`src/rtl/weigh_pkg.sv`:
```
// Shared constants for the weight-to-ASCII frame transmitter: ASCII codes, FSM state
// encodings and the BCD digit count.
package weigh_pkg;

  localparam int unsigned BcdDigits    = 6;
  localparam int unsigned BinWidth     = 20;
  localparam int unsigned WaitHiCycles = 3;

  localparam logic [7:0] AsciiPlus  = 8'h2B;
  localparam logic [7:0] AsciiMinus = 8'h2D;
  localparam logic [7:0] AsciiDot   = 8'h2E;
  localparam logic [7:0] AsciiCr    = 8'h0D;
  localparam logic [7:0] AsciiLf    = 8'h0A;
  localparam logic [7:0] AsciiZero  = 8'h30;

  localparam logic [2:0] StIdle   = 3'd0;
  localparam logic [2:0] StConv   = 3'd1;
  localparam logic [2:0] StSend   = 3'd2;
  localparam logic [2:0] StWaitHi = 3'd3;
  localparam logic [2:0] StWaitLo = 3'd4;

endpackage

```
`src/rtl/bin2bcd_seq.sv`:
```
// Sequential shift-add-3 binary to BCD converter: one input bit per cycle, BinWidth cycles
// after start; done is high during the cycle whose closing edge finishes the last shift.
module bin2bcd_seq
  import weigh_pkg::*;
(
  input  logic                   clk,
  input  logic                   rst,
  input  logic                   start,
  input  logic [BinWidth-1:0]    bin,
  output logic                   done,
  output logic [4*BcdDigits-1:0] bcd
);

  localparam int unsigned BcdW = 4 * BcdDigits;

  logic [BinWidth-1:0] shift_q, shift_d;
  logic [BcdW-1:0]     bcd_q, bcd_d, adj;
  logic [4:0]          cnt_q, cnt_d;
  logic                busy_q, busy_d;

  always_comb begin
    adj = '0;
    for (int i = 0; i < BcdDigits; i++) begin
      adj[4*i +: 4] = (bcd_q[4*i +: 4] >= 4'd5) ? bcd_q[4*i +: 4] + 4'd3 : bcd_q[4*i +: 4];
    end
  end

  always_comb begin
    shift_d = shift_q;
    bcd_d   = bcd_q;
    cnt_d   = cnt_q;
    busy_d  = busy_q;
    if (start) begin
      shift_d = bin;
      bcd_d   = '0;
      cnt_d   = '0;
      busy_d  = 1'b1;
    end else if (busy_q) begin
      bcd_d   = {adj[BcdW-2:0], shift_q[BinWidth-1]};
      shift_d = {shift_q[BinWidth-2:0], 1'b0};
      cnt_d   = cnt_q + 5'd1;
      if (cnt_q == 5'(BinWidth - 1)) busy_d = 1'b0;
    end
  end

  always_ff @(posedge clk) begin
    if (rst) begin
      shift_q <= '0;
      bcd_q   <= '0;
      cnt_q   <= '0;
      busy_q  <= 1'b0;
    end else begin
      shift_q <= shift_d;
      bcd_q   <= bcd_d;
      cnt_q   <= cnt_d;
      busy_q  <= busy_d;
    end
  end

  assign done = busy_q && (cnt_q == 5'(BinWidth - 1));
  assign bcd  = bcd_q;

endmodule

```
`src/rtl/weight_ascii_tx.sv`:
```
// Converts a signed 20-bit weight to an ASCII frame (sign, digits, optional '.', CR, LF)
// and feeds it byte by byte to a UART transmitter using a write strobe / busy handshake.
module weight_ascii_tx
  import weigh_pkg::*;
#(
  parameter int unsigned DP_POS = 1
) (
  input  logic        sys_clk_i,
  input  logic        sys_rst_i,
  input  logic [19:0] weight_i,
  input  logic        weight_vld_i,
  output logic        rdy_o,
  input  logic        uart_busy_i,
  output logic        uart_wr_o,
  output logic [7:0]  uart_dat_o,
  output logic        frame_done_o
);

  localparam int unsigned NumInt   = BcdDigits - DP_POS;
  localparam int unsigned FrameLen = BcdDigits + 3 + ((DP_POS > 0) ? 1 : 0);
  localparam logic [3:0]  LastIdx  = 4'(FrameLen - 1);
  localparam logic [3:0]  IdxCr    = 4'(FrameLen - 2);
  localparam logic [3:0]  IdxDot   = 4'(NumInt + 1);

  logic [2:0]  state_q, state_d;
  logic [3:0]  idx_q, idx_d;
  logic [1:0]  hi_cnt_q, hi_cnt_d;
  logic        sign_q, sign_d;
  logic        wr_q, wr_d;
  logic [7:0]  dat_q, dat_d;
  logic        accept, conv_done;
  logic [19:0] mag;
  logic [23:0] bcd_val;
  logic [2:0]  digit_sel;
  logic [3:0]  digit;
  logic [7:0]  byte_val;

  assign rdy_o  = (state_q == StIdle);
  assign accept = weight_vld_i & rdy_o;
  // -524288 negates to itself, which read as unsigned is the correct magnitude.
  assign mag    = weight_i[19] ? -weight_i : weight_i;

  bin2bcd_seq u_bin2bcd (
    .clk   (sys_clk_i),
    .rst   (sys_rst_i),
    .start (accept),
    .bin   (mag),
    .done  (conv_done),
    .bcd   (bcd_val)
  );

  // Byte mux: digit 0 is the most significant BCD digit.
  always_comb begin
    digit_sel = 3'(idx_q - 4'd1);
    if (DP_POS > 0 && idx_q > IdxDot) digit_sel = 3'(idx_q - 4'd2);
    case (digit_sel)
      3'd0:    digit = bcd_val[23:20];
      3'd1:    digit = bcd_val[19:16];
      3'd2:    digit = bcd_val[15:12];
      3'd3:    digit = bcd_val[11:8];
      3'd4:    digit = bcd_val[7:4];
      default: digit = bcd_val[3:0];
    endcase
    byte_val = AsciiZero + {4'd0, digit};
    if (idx_q == 4'd0)                          byte_val = sign_q ? AsciiMinus : AsciiPlus;
    else if (idx_q == LastIdx)                  byte_val = AsciiLf;
    else if (idx_q == IdxCr)                    byte_val = AsciiCr;
    else if (DP_POS > 0 && idx_q == IdxDot)     byte_val = AsciiDot;
  end

  always_comb begin
    state_d      = state_q;
    idx_d        = idx_q;
    hi_cnt_d     = hi_cnt_q;
    sign_d       = sign_q;
    wr_d         = 1'b0;
    dat_d        = dat_q;
    frame_done_o = 1'b0;
    case (state_q)
      StIdle: begin
        if (accept) begin
          sign_d  = weight_i[19];
          idx_d   = 4'd0;
          state_d = StConv;
        end
      end
      StConv: begin
        if (conv_done) state_d = StSend;
      end
      StSend: begin
        if (!uart_busy_i) begin
          wr_d     = 1'b1;
          dat_d    = byte_val;
          hi_cnt_d = 2'd0;
          state_d  = StWaitHi;
        end
      end
      StWaitHi: begin
        // A UART that never raises busy must not stall the frame.
        if (uart_busy_i || hi_cnt_q == 2'(WaitHiCycles - 1)) state_d = StWaitLo;
        else hi_cnt_d = hi_cnt_q + 2'd1;
      end
      StWaitLo: begin
        if (!uart_busy_i) begin
          if (idx_q == LastIdx) begin
            idx_d        = 4'd0;
            state_d      = StIdle;
            frame_done_o = 1'b1;
          end else begin
            idx_d   = idx_q + 4'd1;
            state_d = StSend;
          end
        end
      end
      default: state_d = StIdle;
    endcase
  end

  always_ff @(posedge sys_clk_i) begin
    if (sys_rst_i) begin
      state_q  <= StIdle;
      idx_q    <= 4'd0;
      hi_cnt_q <= 2'd0;
      sign_q   <= 1'b0;
      wr_q     <= 1'b0;
      dat_q    <= 8'h00;
    end else begin
      state_q  <= state_d;
      idx_q    <= idx_d;
      hi_cnt_q <= hi_cnt_d;
      sign_q   <= sign_d;
      wr_q     <= wr_d;
      dat_q    <= dat_d;
    end
  end

  assign uart_wr_o  = wr_q;
  assign uart_dat_o = dat_q;

endmodule

```
`config.mk`:
```
export PLATFORM = sky130hd
export DESIGN_NAME = weight_ascii_tx
export DESIGN_NICKNAME = d
export VERILOG_FILES = /design/src/rtl/weigh_pkg.sv /design/src/rtl/bin2bcd_seq.sv /design/src/rtl/weight_ascii_tx.sv
export SDC_FILE = /design/constraint.sdc
export NUM_CORES = 1
export LEC_CHECK = 0
export ABC_AREA = 1
export CORE_UTILIZATION = 59
export DETAILED_ROUTE_END_ITERATION = 6
export PLACE_DENSITY_LB_ADDON = 0.15
export SLEW_MARGIN = 20
export SYNTH_ARGS = -nofsm -noshare
export SYNTH_HDL_FRONTEND = slang
export SYNTH_SLANG_ARGS = --single-unit
```
`constraint.sdc`:
```
create_clock -name sys_clk_i -period 2.4 [get_ports sys_clk_i]
set_clock_uncertainty 0.2 [all_clocks]
set_input_delay 0.6 -clock sys_clk_i [delete_from_list [all_inputs] [get_ports sys_clk_i]]
set_output_delay 0.6 -clock sys_clk_i [all_outputs]
set_load 0.1 [all_outputs]
```
# Word level (Yosys, flattened, before mapping)
# Index checks and enable logic that the tools add are counted.
[word_totals]
regBits = 69
output_inout_bits = 11
elab_cells = 104
[classes]
order_cmp = 7
muxes = 37
n_eq_ne = 19
n_reduce_logical = 15
add_sub_neg = 13
bitwise = 3
[ops]
columns = ["cell", "count"]
rows = [
  ["$mux W20", 3],
  ["$mux W4", 8],
  ["$mux W7", 4],
  ["$ge A4 B3 Y1 const B", 6],
  ["$mux W3", 8],
  ["$add A4 B2 Y4 const B", 5],
  ["$neg A20 Y20", 1],
  ["$pmux W4 S5", 1],
  ["$pmux W3 S5", 1],
  ["$eq A3 B2 Y1 const B", 4],
  ["$ne A2 B2 Y1 const B", 5],
  ["$eq A4 B4 Y1 const B", 2],
  ["$pmux W4 S2", 1],
  ["$add A6 B4 Y7 const A", 1],
  ["$mux W1", 7],
  ["$eq A3 B1 Y1 const B", 2],
  ["$eq A3 B3 Y1 const B", 2],
  ["$logic_not A3 Y1", 2],
  ["$mux W2", 3],
  ["$reduce_and A3 Y1", 2],
  ["$reduce_bool A2 Y1", 3],
  ["$add A5 B1 Y5 const B", 1],
  ["$eq A5 B5 Y1 const B", 1],
  ["$reduce_and A5 Y1", 1],
  ["17 further kinds", 20],
]

# Longest topological paths before layout
# Gate-level depths: netlist of the first run.
[depth]
ltp_word = 9
ltp_mapped = 16
depth_no_buf = 16

# Modules after synthesis
# From an unflattened synthesis of the first run, not the netlist that was laid out.
[hier_totals]
hier_cells = 641
area_unflattened_um2 = 4310.4
[modules_own_cells]
columns = ["mod", "area_each_um2", "instances", "cells_each"]
rows = [
  ["bin2bcd_seq", 2578.7, 1, 363],
  ["weight_ascii_tx", 1731.7, 1, 278],
]

# Worst setup path after synthesis of the first run
# OpenSTA, ideal clock, no wires.
[synth_path]
kind = "flip-flop to output port"
startpoint = "reg idx_q[1]"
endpoint = "out frame_done_o"
t_arrival_ps = 2250
required_ps = 1600
n_path_buf = 0
slack_ps = -650
stages_incl_launch_ff = 7
cell_sequence = "dfxtp_1 -> inv_1 -> ha_1 -> inv_1 -> nor3_1 -> nand2_1 -> nor2_1"
[synth_between]
elab_chain_cells = 4
[synth_rtl]
columns = ["element", "line", "text"]
rows = [
  ["start, declared", "weight_ascii_tx.sv:26", "logic [3:0] idx_q, idx_d;"],
  ["start signal, assigned", "weight_ascii_tx.sv:129", "idx_q <= idx_d;"],
  ["$eq A4 B4 Y1", "weight_ascii_tx.sv:105", "if (idx_q == LastIdx) begin"],
  ["$mux W1", "weight_ascii_tx.sv:105", ""],
  ["$mux W1", "weight_ascii_tx.sv:104", "if (!uart_busy_i) begin"],
  ["$mux W1", "weight_ascii_tx.sv:79", "case (state_q)"],
  ["end, declared", "weight_ascii_tx.sv:16", "output logic frame_done_o"],
]
# Every way passes these cells.

# Final worst setup path of the first run
# Same ends and word-level chain as after synthesis.

==> impl_metrics.tcl, run 1 <==
set metrics [dict create \
    avgViaCountPerCell 5.423 \
    core_area_um2 6869 \
    grt_max_degree 27 \
    ys_types 40 \
    grt_overflow 0 \
    vias 4371 \
    grt_util_met2_pct 51.11 \
    synth_flop_cell "dfxtp_1" \
    grt_pass1_wl_mm 17.69 \
    end_kind "output pin" \
    fin_nets 749 \
    period_share_pct 97.65 \
    wl_per_cell_um 13.16 \
    finalMaxSlewViolations 0 \
    postSynthCellCount 643 \
    die_w_um 86.89 \
    post-synth-top-area-cell "dfxtp_1" \
    finalHoldViolCount 0 \
    drc 0 \
    grt_busiest_layer "met2" \
    drt_iter0_drc 261 \
    syn_area_um2 4252 \
    async_flop_share_pct 0 \
    synth_top_area_share_pct 31.55 \
    io-pin-count 35 \
    grt_setup_unrepaired "false" \
    p_leak_uw 0.002248 \
    die_area_um2 7550 \
    cap_violations 0 \
    drive_gt1_share_pct 15.77 \
    placementRows 30 \
    tritoncts "yes" \
    ys_seq_area_share_pct 31.55 \
    clockBufferDepth 2 \
    fmax_mhz 426.7 \
    avgSynthCellArea_um2 6.612 \
    hold_depth 2 \
    grt_usage_pct 29.77 \
    cts_buffers 9 \
    critPathArrivalTime_ps 1540 \
    area_growth_pct 21.98 \
    drt-pass1-iter-count 5 \
    dieHeight_um 86.89 \
    synth_commonest_cells "nand2_1, inv_1, dfxtp_1" \
    grt_util_met3_pct 7.014 \
    outcome "completed" \
    path_clk_slew_ps 80 \
    place_ws_ps -174.5 \
    drt_wl_total_mm 10.60 \
    placed_area_um2 4883 \
    cp_max_fo 4 \
    antenna_found_initial 0 \
    grt_pass1_vias 4011 \
    setup_violations 0 \
    clock-sinks 67 \
    fin_crit_ps 2344 \
    reg2reg_depth 14 \
    ir_drop_mv 0.5381 \
    fin_area_um2 5186 \
    hold_class "register to register" \
    synth_area_leaders "dfxtp_1, nand2_1, a21oi_1, inv_1, ha_1" \
    htreeDepth 3 \
    yosys_warnings 0 \
    portBuffers 32 \
    insertion_delay_ps 350 \
    crit_required_ps 1600 \
    dp_hpwl_mm 7.778 \
    post-synth-top-count-cell "nand2_1" \
    cts-root-buf "clkbuf_8" \
    critPathLaunchType "register" \
    antenna_cells 0 \
    fin_ws_ps 56.32 \
    start_util_pct 61.89 \
    synth_enable_flop_cells 0 \
    routabilityCongestion 0.9312 \
    power.density_nw_per_um2 886.3 \
    use_met1_pct 36.91 \
    critPathKind "register to output pin" \
    antenna_left 0 \
    ys_ff_latch 67 \
]
## kinds of logic (layout without fill, tap and decap cells)
| logic type | Yosys count | count (layout) | share of synthesized area [%] |
|---|---|---|---|
| AND/OR/NAND/NOR | 289 | 289 | 29.87 |
| AO/OA/AOI/OAI | 134 | 134 | 17.63 |
| buffers and inverters | 110 | 176 | 10.45 |
| flip-flops | 67 | 67 | 31.55 |
| XOR/XNOR | 22 | 22 | 4.532 |
| adder cells (fa/ha/maj) | 20 | 20 | 5.886 |
| other | 1 | 2 | 0.08820 |
## cell usage in the layout (no fill, tap or decap), drive strengths merged, types with 12 or more instances in the layout
| master | Yosys | final |
|---|---|---|
| a21oi | 62 | 62 |
| buf | 10 | 50 |
| clkbuf | 13 | 12 |
| clkdlybuf4s50 | 0 | 23 |
| dfxtp | 67 | 67 |
| ha | 20 | 20 |
| inv | 87 | 87 |
| nand2 | 163 | 163 |
| nand3 | 35 | 35 |
| nor2 | 63 | 63 |
| nor3 | 14 | 14 |
| o211ai | 15 | 15 |
| o21ai | 42 | 42 |
| xor2 | 14 | 14 |
## final timing paths
check / start / to / slack [ps]
min: u_bin2bcd.shift_q[7] / u_bin2bcd.shift_q[7] / 270
min reg2reg: u_bin2bcd.shift_q[7] / u_bin2bcd.shift_q[7] / 270
max: idx_q[1] / frame_done_o / 60
max reg2reg: idx_q[1] / uart_dat_o[1] / 110
## power by group
group          internal, uW  leakage [uW]  switching (uW)
Combinational           737       0.00159            1370
Sequential             1320      0.000548             159
Clock                   562      0.000108             443
## flip-flops by register name, summed over array words and instances (netlist names)
signal             count
sign_q                 1
idx_q                  4
state_q                3
u_bin2bcd.bcd         24
uart_wr_o              1
u_bin2bcd.busy_q       1
u_bin2bcd.shift_q     20
uart_dat_o             6
hi_cnt_q               2
u_bin2bcd.cnt_q        5
## timing repair
item                       4_1_cts  5_1_grt
buffers inserted                 2        2
hold buffers                     0        0
gates resized for setup          9       11
pin swaps                        3        2
setup endpoints to repair        3        6
## area by class of cell
class                   instances  area, um^2
inverters                      87       329.1
clock buffers                  12       165.2
flip-flops and latches         67        1350
well taps                      96       120.1
multi-input cells             467        2531
repair buffers                 73       643.1
fillers                       547        1683
clock inverters                 4       47.55
## metrics by stage
stage               util [%]  std cells  power (uW)  TNS (ps)  hold slack (ps)
floorplan                  -        644        2952         0            226.5
global placement       71.09        786        3433    -231.7            236.9
global route           75.50        806        4897         0            280.5
CTS                    74.81        804        4530         0            266.7
detailed placement     71.09        786        3506    -985.4            254.3
finish                 75.50        806        4597         0            265.1
## worst max-delay path, cell delays in order (launching register included)
cell and delay (ps):
dfxtp_4 360, inv_4 70, ha_4 120, inv_1 40, nor3_2 170, nand2_1 120, nor2_4 140, buf_12 180
## layer usage
layer  up-vias  share of wire (%)
met5         -                  0
met4         0                1.3
met3        14                5.1
met2       121                 50
met1      2024                 44
li1       2212                  -
No activity file was read; power rests on OpenSTA's default activity.
==> run 2, diff against run 1 <==
--- a/config.mk
+++ b/config.mk
@@ -6,7 +6,8 @@
 export NUM_CORES = 1
 export LEC_CHECK = 0
 export ABC_AREA = 1
-export CORE_UTILIZATION = 59
+export CAP_MARGIN = 20
+export CORE_UTILIZATION = 60
 export DETAILED_ROUTE_END_ITERATION = 6
 export PLACE_DENSITY_LB_ADDON = 0.15
 export SLEW_MARGIN = 20
==> constraint.sdc (replaced) <==
create_clock -name sys_clk_i -period 2.9 [get_ports sys_clk_i]
set_clock_uncertainty 0.2 [all_clocks]
set_input_delay 0.725 -clock sys_clk_i [delete_from_list [all_inputs] [get_ports sys_clk_i]]
set_output_delay 0.725 -clock sys_clk_i [all_outputs]
set_load 0.1 [all_outputs]
==> run 2 against run 1 <==
Effect of this change: global-route usage is 1.8 points lower; via count is 5.3% lower; sequential share of layout area is 1.6 points higher; flip-flop and latch count stayed put; cell area is 6.4% lower; wire length is 8.7% lower; worst hold slack worse by 17 ps; cell count is 3.5% lower; worst setup slack better by 160 ps; clock-buffer cell count is 2 higher; critical path type unchanged; largest power group unchanged.
==> impl_metrics.tcl, run 2 (synthesis gave the netlist of run 1 again) <==
set metrics [dict create \
    outcome "completed" \
    grt_pass1_wl_mm 16.71 \
    mostFrequentLayoutCells "nand2_1, inv_1, dfxtp_1, a21oi_1, nor2_1" \
    routabilityCongestion 0.9508 \
    critPathKind "register to output pin" \
    antenna_cells 0 \
    rr_endpoint "uart_dat_o[2]" \
    cts_setup_buffers 0 \
    tritoncts "yes" \
    vias 4139 \
    finalHoldViolCount 0 \
    hp-start "hi_cnt_q[0]" \
    htreeDepth 3 \
    antenna_left 0 \
    placementRows 30 \
    cts-root-buf "clkbuf_8" \
    clockBufferDepth 2 \
    cp_slowest_stage_delay_ps 370 \
    fmax_mhz 373.0 \
    antenna_found_initial 0 \
    portBuffers 32 \
    drt_wl_total_mm 9.678 \
    crit_path_start "idx_q[1]" \
    die_area_um2 7427 \
    largest_register_ffs 24 \
    clock-sinks 67 \
    crit_required_ps 1980 \
    setup_violations 0 \
    grt_setup_unrepaired "false" \
    drt-pass1-iter-count 5 \
    crit_slowest_cell "dfxtp_1" \
    wl_per_cell_um 12.44 \
    postCtsHoldBufs 0 \
    critPathLaunchType "register" \
    reg2reg_depth 16 \
    cts_resized 0 \
    fin_crit_ps 2681 \
    io-pin-count 35 \
    hold_path_end "hi_cnt_q[0]" \
    drc 0 \
    cpMostUsedCell "inv_1" \
    rrSetupSlack_ps 490 \
    critPathArrivalTime_ps 1760 \
    hold_class "register to register" \
    ir_drop_mv 0.3572 \
    dp_hpwl_mm 7.104 \
    timing.rr.start "idx_q[0]" \
    path_cells "inv_1 > ha_1 > inv_1 > nor3_1 > buf_4 > nand2_1 > nor2_2 > buf_12" \
    start_util_pct 62.23 \
    avgViaCountPerCell 5.320 \
    dieHeight_um 86.18 \
    grt_pass1_vias 3864 \
    die_w_um 86.18 \
    final_common_cell "nand2_1" \
    post-route-util_pct 71.08 \
    grt_usage_pct 28.01 \
    drt_iter0_drc 218 \
    area_growth_pct 14.21 \
    final.setup.tns_ps 0 \
    end_kind "output pin" \
    insertion_delay_ps 340 \
    power.density_nw_per_um2 726.8 \
    grt_overflow 0 \
    drive_gt1_share_pct 9.824 \
    fin_nets 721 \
    cp_max_fo 6 \
    path_clk_slew_ps 70 \
    hold_depth 1 \
    cts_buffers 9 \
    p_leak_uw 0.002080 \
    period_share_pct 92.46 \
    core_area_um2 6832 \
    finalMaxSlewViolations 0 \
    cap_violations 0 \
    grt_max_degree 27 \
]
run 2: layout make-up:
class                   instances  area (um^2)
well taps                      96        120.1
clock inverters                 2        35.03
fillers                       609         1976
repair buffers                 45        407.9
multi-input cells             467         2472
inverters                      87        326.6
clock buffers                  14        152.6
flip-flops and latches         67         1341
run 2: worst max path at each step:
stage                                  to  slack [ps]  cells past startpoint
floorplan                    frame_done_o         170                      6
global placement    u_bin2bcd.shift_q[12]         210                     12
detailed placement  u_bin2bcd.shift_q[12]         150                     12
CTS                          frame_done_o         190                      8
global route                 frame_done_o         140                      8
finish                       frame_done_o         220                      8
run 2: where the power goes:
part           total (uW)  leakage (uW)  switching [uW]  internal, uW
sequential           1230      0.000546             135          1090
combinational        1540       0.00144            1060           482
clock                 764     0.0000947             343           421
total                3530       0.00208            1540          1990
run 2: critical path: cells and delay by family (launching register included):
family | cells | cell delay, ps
flip-flops | 1 | 370
AND/OR/NAND/NOR | 3 | 320
adder cells (fa/ha/maj) | 1 | 180
buffers and inverters | 4 | 540
run 2: per-layer routing:
layer / wire length [um] / vias to the layer above / GRT usage (%)
met5: 0 / - / 0
met4: 195 / 0 / 11.36
met3: 367 / 21 / 3.524
met2: 4571 / 99 / 47.69
met1: 4543 / 1868 / 36.02
li1: - / 2151 / -
run 2: metrics by stage:
step | power, uW | area [um^2] | hold slack, ps | std cells | worst slack [ps]
after global routing | 3783 | 4856 | 278.3 | 778 | 135.9
final | 3529 | 4856 | 248.5 | 778 | 218.8
after global placement | 2713 | 4668 | 249.8 | 762 | 208.2
after detailed placement | 2763 | 4668 | 243.3 | 762 | 152.5
after floorplan | 2434 | 4258 | 226.5 | 644 | 166.8
after CTS | 3526 | 4856 | 250.4 | 778 | 193.8
